### src/rtl/uart_rx.sv
// uart_rx: 8N1 serial receiver with start-edge detect and mid-bit sampling
module uart_rx #(
    parameter int UART_BPS = 9600,
    parameter int CLK_FREQ = 50_000_000
) (
    input  logic       sys_clk,
    input  logic       sys_rst,
    input  logic       rx,
    output logic [7:0] po_data,
    output logic       po_flag,
    output logic       po_err,
    output logic       rx_busy
);
    localparam int BAUD_CNT_MAX = CLK_FREQ / UART_BPS;
    localparam int HALF = BAUD_CNT_MAX / 2;
    localparam int CW = $clog2(BAUD_CNT_MAX);

    typedef enum logic [1:0] {IDLE, START, DATA, STOP} state_t;

    state_t state_q, state_d;
    logic r1_q, r2_q, r3_q;
    logic [CW-1:0] baud_cnt_q, baud_cnt_d;
    logic [3:0] bit_cnt_q, bit_cnt_d;
    logic [7:0] shift_q, shift_d, po_data_q, po_data_d;
    logic po_flag_q, po_flag_d, po_err_q, po_err_d;
    logic start_edge, sample;

    assign start_edge = r3_q & ~r2_q;
    assign sample = baud_cnt_q == CW'(HALF);
    assign po_data = po_data_q;
    assign po_flag = po_flag_q;
    assign po_err = po_err_q;
    assign rx_busy = state_q != IDLE;

    // Three-stage synchroniser for the asynchronous pin; resets to the idle level
    always_ff @(posedge sys_clk) begin
        if (sys_rst) begin
            r1_q <= 1'b1;
            r2_q <= 1'b1;
            r3_q <= 1'b1;
        end else begin
            r1_q <= rx;
            r2_q <= r1_q;
            r3_q <= r2_q;
        end
    end

    // Receiver state, bit timing and output registers
    always_ff @(posedge sys_clk) begin
        if (sys_rst) begin
            state_q    <= IDLE;
            baud_cnt_q <= '0;
            bit_cnt_q  <= '0;
            shift_q    <= '0;
            po_data_q  <= '0;
            po_flag_q  <= 1'b0;
            po_err_q   <= 1'b0;
        end else begin
            state_q    <= state_d;
            baud_cnt_q <= baud_cnt_d;
            bit_cnt_q  <= bit_cnt_d;
            shift_q    <= shift_d;
            po_data_q  <= po_data_d;
            po_flag_q  <= po_flag_d;
            po_err_q   <= po_err_d;
        end
    end

    // Next state: baud counter idles at zero so every frame samples HALF clocks after the start edge
    always_comb begin
        state_d    = state_q;
        baud_cnt_d = (state_q == IDLE || baud_cnt_q == CW'(BAUD_CNT_MAX - 1)) ? '0 : baud_cnt_q + CW'(1);
        bit_cnt_d  = bit_cnt_q;
        shift_d    = shift_q;
        po_data_d  = po_data_q;
        po_flag_d  = 1'b0;
        po_err_d   = 1'b0;
        case (state_q)
            IDLE: begin
                if (start_edge) state_d = START;
            end
            START: begin
                if (sample) begin
                    state_d   = r2_q ? IDLE : DATA;
                    bit_cnt_d = '0;
                end
            end
            DATA: begin
                if (sample) begin
                    shift_d   = {r2_q, shift_q[7:1]};
                    bit_cnt_d = bit_cnt_q + 4'd1;
                    if (bit_cnt_q == 4'd7) state_d = STOP;
                end
            end
            STOP: begin
                if (sample) begin
                    state_d   = IDLE;
                    po_flag_d = r2_q;
                    po_err_d  = ~r2_q;
                    po_data_d = r2_q ? shift_q : po_data_q;
                end
            end
            default: state_d = IDLE;
        endcase
    end
endmodule

### config.mk
export PLATFORM = sky130hd
export DESIGN_NAME = uart_rx
export DESIGN_NICKNAME = d
export VERILOG_FILES = /design/src/rtl/uart_rx.sv
export SDC_FILE = /design/constraint.sdc
export NUM_CORES = 1
export LEC_CHECK = 0
export BUFFER_PORTS_ARGS = -buffer_cell sky130_fd_sc_hd__buf_4
export CAP_MARGIN = 40
export CELL_PAD_IN_SITES_DETAIL_PLACEMENT = 1
export CELL_PAD_IN_SITES_GLOBAL_PLACEMENT = 2
export CORE_MARGIN = 2
export CORE_UTILIZATION = 40
export CTS_CLUSTER_SIZE = 25
export DETAILED_ROUTE_END_ITERATION = 16
export PLACE_DENSITY_LB_ADDON = 0.1
export SYNTH_ARGS = -nofsm -noshare
export SYNTH_HDL_FRONTEND = slang
export SYNTH_SLANG_ARGS = --single-unit
### constraint.sdc
create_clock -name sys_clk -period 3.5 [get_ports sys_clk]
set_input_delay 0.35 -clock sys_clk [delete_from_list [all_inputs] [get_ports sys_clk]]
set_output_delay 0.35 -clock sys_clk [all_outputs]
set_load 0.02 [all_outputs]
After elaboration in Yosys (flattened, before gate mapping):

Index checks and enable logic that the tools add are counted.

* input port bits: 3
* register bits after elaboration: 40
* memories kept: 0
* output and inout port bits: 11
* word-level logic and storage cells: 47
* RAM bits: 0
* bits in latches: 0
* bits in read-only memories: 0

* multiplexer cells: 10
* eq/ne operators: 11
* $lt $le $gt $ge: 0
* div/mod/pow operators: 0
* bitwise gates (word level): 4
* add/subtract/negate cells: 2
* reduce and logical (&&, ||, !) cells: 10
* multipliers: 0
* shift operators: 0

Operators with widths (count)
* adder 13 x 1 -> 13 bit, second input constant: 1
* == test 13 x 12 -> 1 bit, second input constant: 1
* == test 13 bit, second input constant: 1
* 2-to-1 mux 2 bit: 6
* inequality test 2 bit, second input constant: 5
* 2-to-1 mux 4 bit: 2
* case mux 2 bit (4 select lines): 1
* case mux 4 bit (2 select lines): 1
* AND reduction 3 bit: 2
* AND reduction 5 bit: 1
* adder 4 x 1 -> 4 bit, second input constant: 1
* == test 2 bit, second input constant: 2
* == test 4 x 3 -> 1 bit, second input constant: 1
* nonzero test 2 bit: 2
* inverter 1 bit: 3
* OR reduction 3 bit: 1
* == test 2 x 1 -> 1 bit, second input constant: 1
* zero test 2 bit: 1
* AND reduction 2 bit: 1
* OR reduction 2 bit: 1
* bitwise AND 1 bit: 1
* logical OR 1 bit: 1

Longest topological paths before layout:

Gate-level depths: netlist of the first run.

* depth after elaboration: 4
* depth in mapped cells: 7
* gate-level depth less buffers: 6

Worst setup path before layout of the first run:

OpenSTA, ideal clock, no wires.

* path kind: register -> register
* start: reg baud_cnt_q[4]
* end: reg po_data_q[0], in the netlist po_data[0]
* data required time: 3.428 ns
* setup slack: 1.751 ns
* arrival time: 1.678 ns
* clock period less this slack: 1.749 ns
* cell stages (with the launch flop): 6
* library setup time: 0.072 ns
* buffers on the path: 1
* path through: dfxtp_1 > or4b_4 > nor4_4 > and4_1 > buf_6 > mux2i_1

* longest elaborated chain between the ends: 2

RTL lines
* start, declared: line 22 `logic [CW-1:0] baud_cnt_q, baud_cnt_d;`
* start signal, assigned: line 60 `baud_cnt_q <= baud_cnt_d;`
* == test 13 x 12 -> 1 bit: line 29 `assign sample = baud_cnt_q == CW'(HALF);`
* AND reduction 3 bit (no line)
* end signal, assigned: line 63 `po_data_q <= po_data_d;`
* end, declared: line 24 `logic [7:0] shift_q, shift_d, po_data_q, po_data_d;`

Every way passes these cells.
A chain may end at the register's enable or synchronous reset.

Final worst setup path of the first run:

* start: reg baud_cnt_q[6]
* end: reg po_data_q[3], in the netlist po_data[3]

Same word-level chain as after synthesis.

==> impl_results.md, run 1 <==
- H-tree level count: 2
- Proportion of layout cells with a drive suffix above 1: 0.146
- Fin nets: between 200 and 250
- Antenna cell count: 0
- Detailed Place HPWL: 2670 um
- Synth Cell Area: around 1800 um2
- Gate count of the mapped netlist: 194
- EDFF count, synth: 0
- Remaining antenna violation count after routing: 0
- Residual DRC: 0
- Tightest Pin Transition: 517 ps
- Overall overflow remaining after global route: 0
- Capturing element type of the critical path: flop
- Std cell rows: 24
- Sequential area share after synthesis: 0.439
- Clock transition at the registers of the reported paths: approximately 80 ps
- Die span in x: 71.5 um
- Core Region: 4380 um2
- Worst voltage drop across the vdd grid: 0.196 mV
- Largest net degree at the start of global routing: between 40 and 50
- Run status: completed
- Synth Warn #: 0
- Router iterations before antenna repair: 4
- P_sw: approximately 190 uW
- Utilization after layout: 0.466
- Filler-free cell count of the finished design: 257
- Skew-Pair Late Insertion Delay: 300 ps
- Kind of cell with the highest combined delay on the critical path: simple AND/OR/NAND/NOR gates
- Buf+Inv Stages, Crit Path: 1
- Effective utilization at floorplan: 0.416
- DIE HEIGHT: 71.5 um
- Data required time of the worst path: 3730 ps
- CP Cell Sequence: or4b_4, nor4_4, buf_4, and4_1, mux2i_1
- Period Utilization, post-route: 0.636
- Average size of a mapped cell: 9.40 um2
- Reported leakage power: 0.695 nW
- Number of design-rule violations left by the first detailed-router iteration: 53
- Final setup TNS: 0 ps
- Primary FF master, synth: dfxtp_1
- Final routed wire length divided by cell count: between 10 and 15 um
- Global-route usage over all layers: 0.165
- Critical path data arrival time: between 2000 and 2500 ps
- Setup-failing EPs final: 0
- P_int: 688 uW
- Wire length after detailed routing: 3820 um
- Resize count post-CTS: 0
- Critical path fanouts, max: 12
- Reported max-cap violation count: 0
- Distinct cells, synth: 40
- Area grow syn2layout: 12.1%
- Post-placement cell count: 249
- Clk network pwr share: 0.427
- Combinational share of power: 0.036
- Drt via density: 5.41
- Post-route minimum period: 2230 ps
- Initial antenna violation count: 0
- Via count of the first global-routing pass: around 1400
- Worst clock skew on the final layout: 4.00 ps
- Final hold violation count: 0
- Routed via count: 1391
- Synthesized netlist net count: 200
- Slowest-stage cell, CP: or4b_4
- Clk root buf: clkbuf_8
- Nature of the critical path startpoint: flop
- Max Fclk: roughly 450 MHz
- Slew Limit Headroom: 0.655
- Switching part of the total power: 0.216
- Number of buffers inserted during clock tree synthesis: 5
- Number of setup buffers added after CTS: 0
- Post-CTS Hold Buffers: 0
- Clock tree from TritonCTS: built
- Power per Cell Area: 429 nW/um2
- Die footprint: 5120 um2
- Number of buffers on the longest clock path: 2
- Setup repair after global routing missed its margin: no
- Global-route wire length before repair: 6540 um
- Total of flip-flops plus latches after synthesis: 40
- Async set-or-reset flop fraction in the synthesized netlist: 0
- Max Slew Vio Count: 0
- Sink count of the clock tree: 40
- Hold WC Path Type: in2reg
- Fin Hold WS: 233 ps
- Setup Crit Path Kind: reg2reg
- CP max stage delay: 590 ps
- Count of buffers inserted at the top-level ports: 13
- Ports placed on the boundary: 14
- Sequential group share of total power: 0.537
- Routability congestion estimate: 0.813
## through the flow
stage | instance area, um2 | power, mW | setup slack (ps)
after floorplan | 1820 | 0.503 | 1750
after CTS | 2040 | 0.892 | 1230
after global placement | 1940 | 0.511 | 1360
final | 2040 | 0.877 | 1270
after detailed placement | 1940 | 0.514 | 1250
after global routing | 2040 | 0.909 | 1050
## layer usage
metal | track usage | part of all wire | up-vias
li1 | - | - | 688
met1 | 0.197 | 0.47 | 681
met2 | 0.270 | 0.49 | 15
met3 | 0.0352 | 0.021 | 7
met4 | 0.103 | 0.023 | 0
met5 | 0 | 0 | -
## cell type report
cell class | count | area, um2
timing repair buffer | 15 | 113
fill | 506 | 2340
multi-input combinational | 135 | 932
sequential | 40 | 801
tap | 52 | 65.1
inverter | 7 | 26.3
clock inverter | 2 | 35.0
clock buffer | 6 | 72.6
## power groups by stage
stage / clock network (mW) / registers [mW] / logic, mW
2_1_floorplan: 0 / 0.478 / 0.0254
3_3_place_gp: 0 / 0.481 / 0.0299
3_5_place_dp: 0 / 0.482 / 0.0313
4_1_cts: 0.389 / 0.471 / 0.0316
5_1_grt: 0.401 / 0.473 / 0.0349
6_report: 0.374 / 0.471 / 0.0316
## final timing paths
check	from	slack [ps]	depth (start not counted)	endpoint
min reg2reg	r1_q$_SDFF_PP1_	410	1	r2_q$_SDFF_PP1_
max reg2reg	baud_cnt_q[6]$_SDFF_PP0_	1270	5	po_data[3]$_SDFFE_PP0P_
min	rx	230	2	r1_q$_SDFF_PP1_
max	baud_cnt_q[6]$_SDFF_PP0_	1270	5	po_data[3]$_SDFFE_PP0P_
## state kept, by name (all words and copies together), names as in the netlist, 4 cells and up, named ones only
name and count:
baud_cnt_q 13, po_data 8, shift_q 8, bit_cnt_q 4
## kinds of logic after synthesis
family          after synthesis  synth area share
mux                          19             0.104
buf+inv                      19            0.0501
fa+ha+maj                     3            0.0206
flops                        40             0.439
xor+xnor                      8            0.0384
compound gates               15            0.0604
simple gates                 90             0.287
## synth_stat cells, types with 2 or more instances
| library cell | count | area share |
|---|---|---|
| a211o_1 | 2 | 0.0096 |
| a21oi_1 | 4 | 0.011 |
| a31oi_1 | 4 | 0.014 |
| and4_1 | 2 | 0.0096 |
| buf_6 | 2 | 0.012 |
| clkbuf_1 | 7 | 0.014 |
| dfxtp_1 | 40 | 0.44 |
| ha_1 | 3 | 0.021 |
| inv_1 | 7 | 0.014 |
| mux2i_1 | 19 | 0.10 |
| nand2_1 | 8 | 0.016 |
| nand2b_1 | 18 | 0.062 |
| nand3_1 | 8 | 0.022 |
| nand4_1 | 5 | 0.017 |
| nand4b_1 | 2 | 0.0096 |
| nor2_1 | 23 | 0.047 |
| nor2b_1 | 2 | 0.0069 |
| nor3_1 | 4 | 0.011 |
| nor4_1 | 4 | 0.014 |
| nor4b_1 | 2 | 0.0096 |
| or2_2 | 3 | 0.010 |
| xnor2_1 | 5 | 0.024 |
| xor2_1 | 3 | 0.014 |
## cell usage in the layout, fill, tap and decap left out, types with 5 or more instances in the layout
cell type,netlist,routed
nand2b_1,18,18
inv_1,7,7
nand2_1,8,8
buf_4,1,15
nand3_1,8,8
nor2_1,23,23
xnor2_1,5,5
mux2i_1,19,19
nand4_1,5,5
dfxtp_1,40,40
clkbuf_8,0,5
(Power assumes the default switching activity.)
==> run 2, diff against run 1 <==
CORE_UTILIZATION = 37   (was 40)
clock period = 2.1 ns   (was 3.5 ns; I/O delays follow)
==> impl_results.md, run 2 (synthesized netlist as in run 1, its figures left out) <==
- Number of buffers on the longest clock path: 2 (unchanged)
- Worst Reg-to-Reg Cells: 5 (unchanged)
- Critical path fanouts, max: 9 (-3)
- Combinational share of power: 0.041 (+0.005)
- Initial antenna violation count: 0 (unchanged)
- Setup-failing EPs final: 0 (unchanged)
- Final routed wire length divided by cell count: 13.6 um (-8.3%)
- Max Fclk: 527 MHz (+17%)
- Slowest-stage cell, CP: or4b_4
- Nature of the critical path startpoint: flop
- Setup Crit Path Kind: reg2reg
- Worst R2R Start: baud_cnt_q[6]$_SDFF_PP0_
- Post-CTS Hold Buffers: 0 (unchanged)
- Clock transition at the registers of the reported paths: 80 ps (about the same)
- Overall overflow remaining after global route: 0 (unchanged)
- Ports placed on the boundary: 14 (unchanged)
- Power per Cell Area: 660 nW/um2 (+54%)
- Tightest Pin Transition: 429 ps (-87.2 ps)
- Effective utilization at floorplan: 0.386 (-0.0299)
- Die footprint: 5510 um2 (+7.6%)
- Resize count post-CTS: 0 (unchanged)
- Period Utilization, post-route: 0.903 (+0.267)
- Remaining antenna violation count after routing: 0 (unchanged)
- Clk network pwr share: 0.388 (-0.039)
- CP Cell Sequence: or4b_4, nor4_4, and4_1, buf_4, mux2i_1
- P_sw: 307 uW (+62%)
- Data required time of the worst path: 2320 ps (-1410 ps)
- Count of buffers inserted at the top-level ports: 13 (unchanged)
- Number of buffers inserted during clock tree synthesis: 5 (unchanged)
- Worst voltage drop across the vdd grid: 0.285 mV (+45%)
- Router iterations before antenna repair: 4 (unchanged)
- Capturing element type of the critical path: flop
- Final hold violation count: 0 (unchanged)
- Most used cells in the layout excluding fill and tap cells: dfxtp_1, nor2_1, mux2i_1, buf_4, nand2b_1
- Worst clock skew on the final layout: 3.00 ps (-1.00 ps)
- Setup crit end: po_data[7]$_SDFFE_PP0P_
- Slew Limit Headroom: 0.713 (+0.0575)
- Number of setup buffers added after CTS: 0 (unchanged)
- Core Region: 4720 um2 (+7.7%)
- Routability congestion estimate: 0.766 (-5.9%)
- H-tree level count: 2 (unchanged)
- Final setup TNS: 0 ps (unchanged)
- Detailed Place HPWL: 2720 um (+1.9%)
- Most frequent standard cell in the layout excluding fill and tap cells: dfxtp_1
- CP max stage delay: 580 ps (about the same)
- Wire length after detailed routing: 3760 um (-1.5%)
- Fin worst setup slack: 203 ps (-1070 ps)
- Number of design-rule violations left by the first detailed-router iteration: 62 (+17%)
- Sink count of the clock tree: 40 (unchanged)
- Reported max-cap violation count: 0 (unchanged)
- Drt via density: 4.99 (-7.8%)
- Max reg flops: 13 (unchanged)
- Antenna cell count: 0 (unchanged)
- Global-route usage over all layers: 0.159 (-0.00568)
- Proportion of layout cells with a drive suffix above 1: 0.158 (+0.0116)
- DIE HEIGHT: 74.2 um (+3.8%)
- Fin nets: 214 (+1.9%)
- Residual DRC: 0 (unchanged)
- Largest net degree at the start of global routing: 43 (unchanged)
- P_int: 1.06 mW (+55%)
- Clock tree from TritonCTS: built
- Sequential group share of total power: 0.571 (+0.034)
- Critical path data arrival time: 2120 ps (-330 ps)
- Register bank with the most flops: baud_cnt_q
- End of the worst register-to-register path: po_data[7]$_SDFFE_PP0P_
- Via count of the first global-routing pass: 1388 (-2.1%)
- Worst setup slack after placement: 200 ps (-1050 ps)
- Skew-Pair Late Insertion Delay: 290 ps (about the same)
- Max Slew Vio Count: 0 (unchanged)
- Global-route wire length before repair: 6590 um (+0.73%)
- Post-route minimum period: 1900 ps (-331 ps)
- Reported leakage power: 0.707 nW (+1.7%)
- Launch point of the critical path: baud_cnt_q[6]$_SDFF_PP0_
- Routed via count: 1377 (-1.0%)
- Area grow syn2layout: 13.8%
- Run status: completed
- Std cell rows: 25 (+4.2%)
- Register-to-register path setup slack: 200 ps (-1070 ps)
- Clk root buf: clkbuf_8
- Setup repair after global routing missed its margin: no
- Hold WC Path Type: in2reg
- Die span in x: 74.2 um (+3.8%)
- Switching part of the total power: 0.224 (+0.00830)
- Fin Hold WS: 98.2 ps (-135 ps)
-- run 2: power groups by stage --
| stage | clock (mW) | sequential [mW] | combinational (mW) |
|---|---|---|---|
| 4_1_cts | 0.549 | 0.782 | 0.0572 |
| 3_3_place_gp | 0 | 0.799 | 0.0547 |
| 5_1_grt | 0.589 | 0.784 | 0.0635 |
| 6_report | 0.532 | 0.782 | 0.0560 |
| 2_1_floorplan | 0 | 0.796 | 0.0423 |
| 3_5_place_dp | 0 | 0.799 | 0.0563 |
-- run 2: per-layer routing --
layer / vias to the layer above / wire length (um) / GRT usage
met1: 657 / 1760 / 0.199
met2: 17 / 1810 / 0.253
met5: - / 0 / 0
met4: 0 / 78 / 0.0794
li1: 696 / - / -
met3: 7 / 114 / 0.0447
-- run 2: through the flow --
step	cell area [um2]	power (mW)	std cells	util
floorplan	1820	0.838	194	-
global placement	1990	0.853	268	0.420
detailed placement	1990	0.856	268	0.420
CTS	2080	1.39	276	0.439
global route	2080	1.44	276	0.439
finish	2080	1.37	276	0.439
-- run 2: how the worst min path moves through the flow --
stage | startpoint | endpoint | slack [ps] | cells after the start
2_1_floorplan | rx | r1_q$_SDFF_PP1_ | 310 | 1
3_3_place_gp | r1_q$_SDFF_PP1_ | r2_q$_SDFF_PP1_ | 390 | 1
3_5_place_dp | rx | r1_q$_SDFF_PP1_ | 400 | 2
4_1_cts | rx | r1_q$_SDFF_PP1_ | 80 | 2
5_1_grt | rx | r1_q$_SDFF_PP1_ | 90 | 2
6_report | rx | r1_q$_SDFF_PP1_ | 100 | 2
-- run 2: worst max-delay path, delay by kind of cell, from the launching register on --
family	cells	cell delay, ps
flops	1	370
buf+inv	1	200
simple gates	3	1060
mux	1	200
-- run 2: layout make-up --
type                       count  area [um2]
fill                         566        2650
multi-input combinational    135         932
sequential                    40         801
timing repair buffer          19         143
clock buffer                   8        90.1
tap                           67        83.8
inverter                       7        26.3
==> run 3, diff against run 2 <==
CORE_UTILIZATION = 25   (was 37)
==> impl_results.md, run 3 (synthesized netlist as in run 1, its figures left out) <==
- Run status: completed
- Setup-failing EPs final: 0 (unchanged)
- Setup repair after global routing missed its margin: no
- Nature of the critical path startpoint: flop
- Area of all placed cells without fillers: 2140 um2 (+3.3%)
- Worst setup slack after placement: 244 ps (+44.7 ps)
- Final routed wire length divided by cell count: 12.7 um (-6.6%)
- Clock tree from TritonCTS: built
- Std cell rows: 31 (+24%)
- Worst Hold Path EP: r1_q$_SDFF_PP1_
- Overall overflow remaining after global route: 0 (unchanged)
- Max Slew Vio Count: 0 (unchanged)
- Register-to-register path setup slack: 240 ps (+40 ps)
- Max reg flops: 13 (unchanged)
- Data required time of the worst path: 2320 ps (about the same)
- Via count of the first global-routing pass: 1393 (+0.36%)
- Worst R2R Start: baud_cnt_q[6]$_SDFF_PP0_
- Critical path data arrival time: 2090 ps (-30 ps)
- Area grow syn2layout: 17.6%
- Power per Cell Area: 686 nW/um2 (+4.0%)
- Number of buffers on the longest clock path: 2 (unchanged)
- Slew Limit Headroom: 0.659 (-0.0536)
- Detailed Place HPWL: 2790 um (+2.6%)
- Worst clock skew on the final layout: 5.46 ps (+2.46 ps)
- Routed via count: 1374 (-0.22%)
- Fin nets: 215 (+0.47%)
- Fin worst setup slack: 238 ps (+35.1 ps)
- Number of setup buffers added after CTS: 0 (unchanged)
- Die footprint: 8000 um2 (+45%)
- Period Utilization, post-route: 0.887 (-0.0167)
- Most frequent standard cell in the layout excluding fill and tap cells: dfxtp_1
- Max Fclk: 537 MHz (+1.9%)
- Sink count of the clock tree: 40 (unchanged)
- Setup Crit Path Kind: reg2reg
- Count of cells along the worst hold path: 2 (unchanged)
- Worst Reg-to-Reg Cells: 5 (unchanged)
- DIE HEIGHT: 89.4 um (+20%)
- Worst voltage drop across the vdd grid: 0.207 mV (-27%)
- Number of design-rule violations left by the first detailed-router iteration: 25 (-60%)
- Wire length after detailed routing: 3930 um (+4.6%)
- Reported max-cap violation count: 0 (unchanged)
- Hold WC Path Type: in2reg
- Final hold violation count: 0 (unchanged)
- Largest net degree at the start of global routing: 43 (unchanged)
- Effective utilization at floorplan: 0.254 (-0.132)
- End of the worst register-to-register path: po_data[2]$_SDFFE_PP0P_
- Drt via density: 4.45 (-11%)
- Hold Path Origin: rx
- Clk root buf: clkbuf_8
- Post-route minimum period: 1860 ps (-35.1 ps)
- Residual DRC: 0 (unchanged)
- Count of buffers inserted at the top-level ports: 13 (unchanged)
- Proportion of layout cells with a drive suffix above 1: 0.171 (+0.0135)
- Register bank with the most flops: baud_cnt_q
- Initial antenna violation count: 0 (unchanged)
- Capturing element type of the critical path: flop
- Post-CTS Hold Buffers: 0 (unchanged)
- Tightest Pin Transition: 509 ps (+80.1 ps)
- Router iterations before antenna repair: 3 (-1)
- Skew-Pair Late Insertion Delay: 290 ps (about the same)
- Ports placed on the boundary: 14 (unchanged)
- H-tree level count: 2 (unchanged)
- Number of buffers inserted during clock tree synthesis: 5 (unchanged)
- Core Region: 7180 um2 (+52%)
- Antenna cell count: 0 (unchanged)
- Global-route usage over all layers: 0.109 (-0.0507)
- Clock transition at the registers of the reported paths: 80 ps (about the same)
- Reported leakage power: 0.721 nW (+2.0%)
- Critical path fanouts, max: 9 (unchanged)
- Die span in x: 89.4 um (+20%)
- Global-route wire length before repair: 6730 um (+2.1%)
- Remaining antenna violation count after routing: 0 (unchanged)
- Resize count post-CTS: 0 (unchanged)
- Most used cells in the layout excluding fill and tap cells: dfxtp_1, nor2_1, buf_4, mux2i_1, nand2b_1
- Placement-stage cell area: 2030 um2 (+2.4%)
- Routability congestion estimate: 0.774 (+1.0%)
- Final setup TNS: 0 ps (unchanged)
==> run 3: cell count changes in the layout (fill, tap and decap cells not counted) <==
| cell | delta |
|---|---|
| bufinv_16 | +1 |
| clkbuf_8 | -1 |
| clkbuf_1 | -2 |
| buf_4 | +1 |
| clkinvlp_4 | +1 |
| clkinv_2 | +1 |
==> run 3: worst max path at each step <==
stage,end,from
floorplan,po_data[0]$_SDFFE_PP0P_,baud_cnt_q[4]$_SDFF_PP0_
global placement,po_data[3]$_SDFFE_PP0P_,baud_cnt_q[6]$_SDFF_PP0_
detailed placement,po_data[3]$_SDFFE_PP0P_,baud_cnt_q[6]$_SDFF_PP0_
CTS,po_data[2]$_SDFFE_PP0P_,baud_cnt_q[6]$_SDFF_PP0_
global route,state_q[0]$_SDFFE_PP0P_,baud_cnt_q[11]$_SDFF_PP0_
finish,po_data[2]$_SDFFE_PP0P_,baud_cnt_q[6]$_SDFF_PP0_
==> run 3: layer usage <==
| layer | global-route usage | part of all wire |
|---|---|---|
| met1 | 0.138 | 0.49 |
| met2 | 0.174 | 0.46 |
| met3 | 0.0286 | 0.027 |
| met4 | 0.0475 | 0.017 |
| met5 | 0 | 0 |
==> run 3: through the flow <==
| step | hold WS (ps) | std cells | util | power, mW |
|---|---|---|---|---|
| 2_1_floorplan | 314 | 194 | - | 0.838 |
| 3_3_place_gp | 393 | 301 | 0.283 | 0.855 |
| 3_5_place_dp | 400 | 301 | 0.283 | 0.859 |
| 4_1_cts | 89.4 | 309 | 0.299 | 1.50 |
| 5_1_grt | 90.5 | 309 | 0.299 | 1.55 |
| 6_report | 102 | 309 | 0.299 | 1.47 |
==> run 3: layout make-up <==
cell class	count	area, um2
multi-input combinational	135	932
tap	99	124
inverter	7	26.3
timing repair buffer	20	150
clock inverter	3	42.5
sequential	40	801
fill	829	5030
clock buffer	5	68.8
==> run 3: critical path: stages, from the launching register on <==
cell and delay [ps]:
dfxtp_1 370, or4b_4 580, nor4_4 230, and4_1 220, buf_4 200, mux2i_1 200
==> run 3: power breakdown <==
| part | internal (mW) | leakage [nW] | switching, mW |
|---|---|---|---|
| combinational | 0.0251 | 0.343 | 0.0336 |
| sequential | 0.770 | 0.323 | 0.0117 |
| clock | 0.352 | 0.0541 | 0.280 |
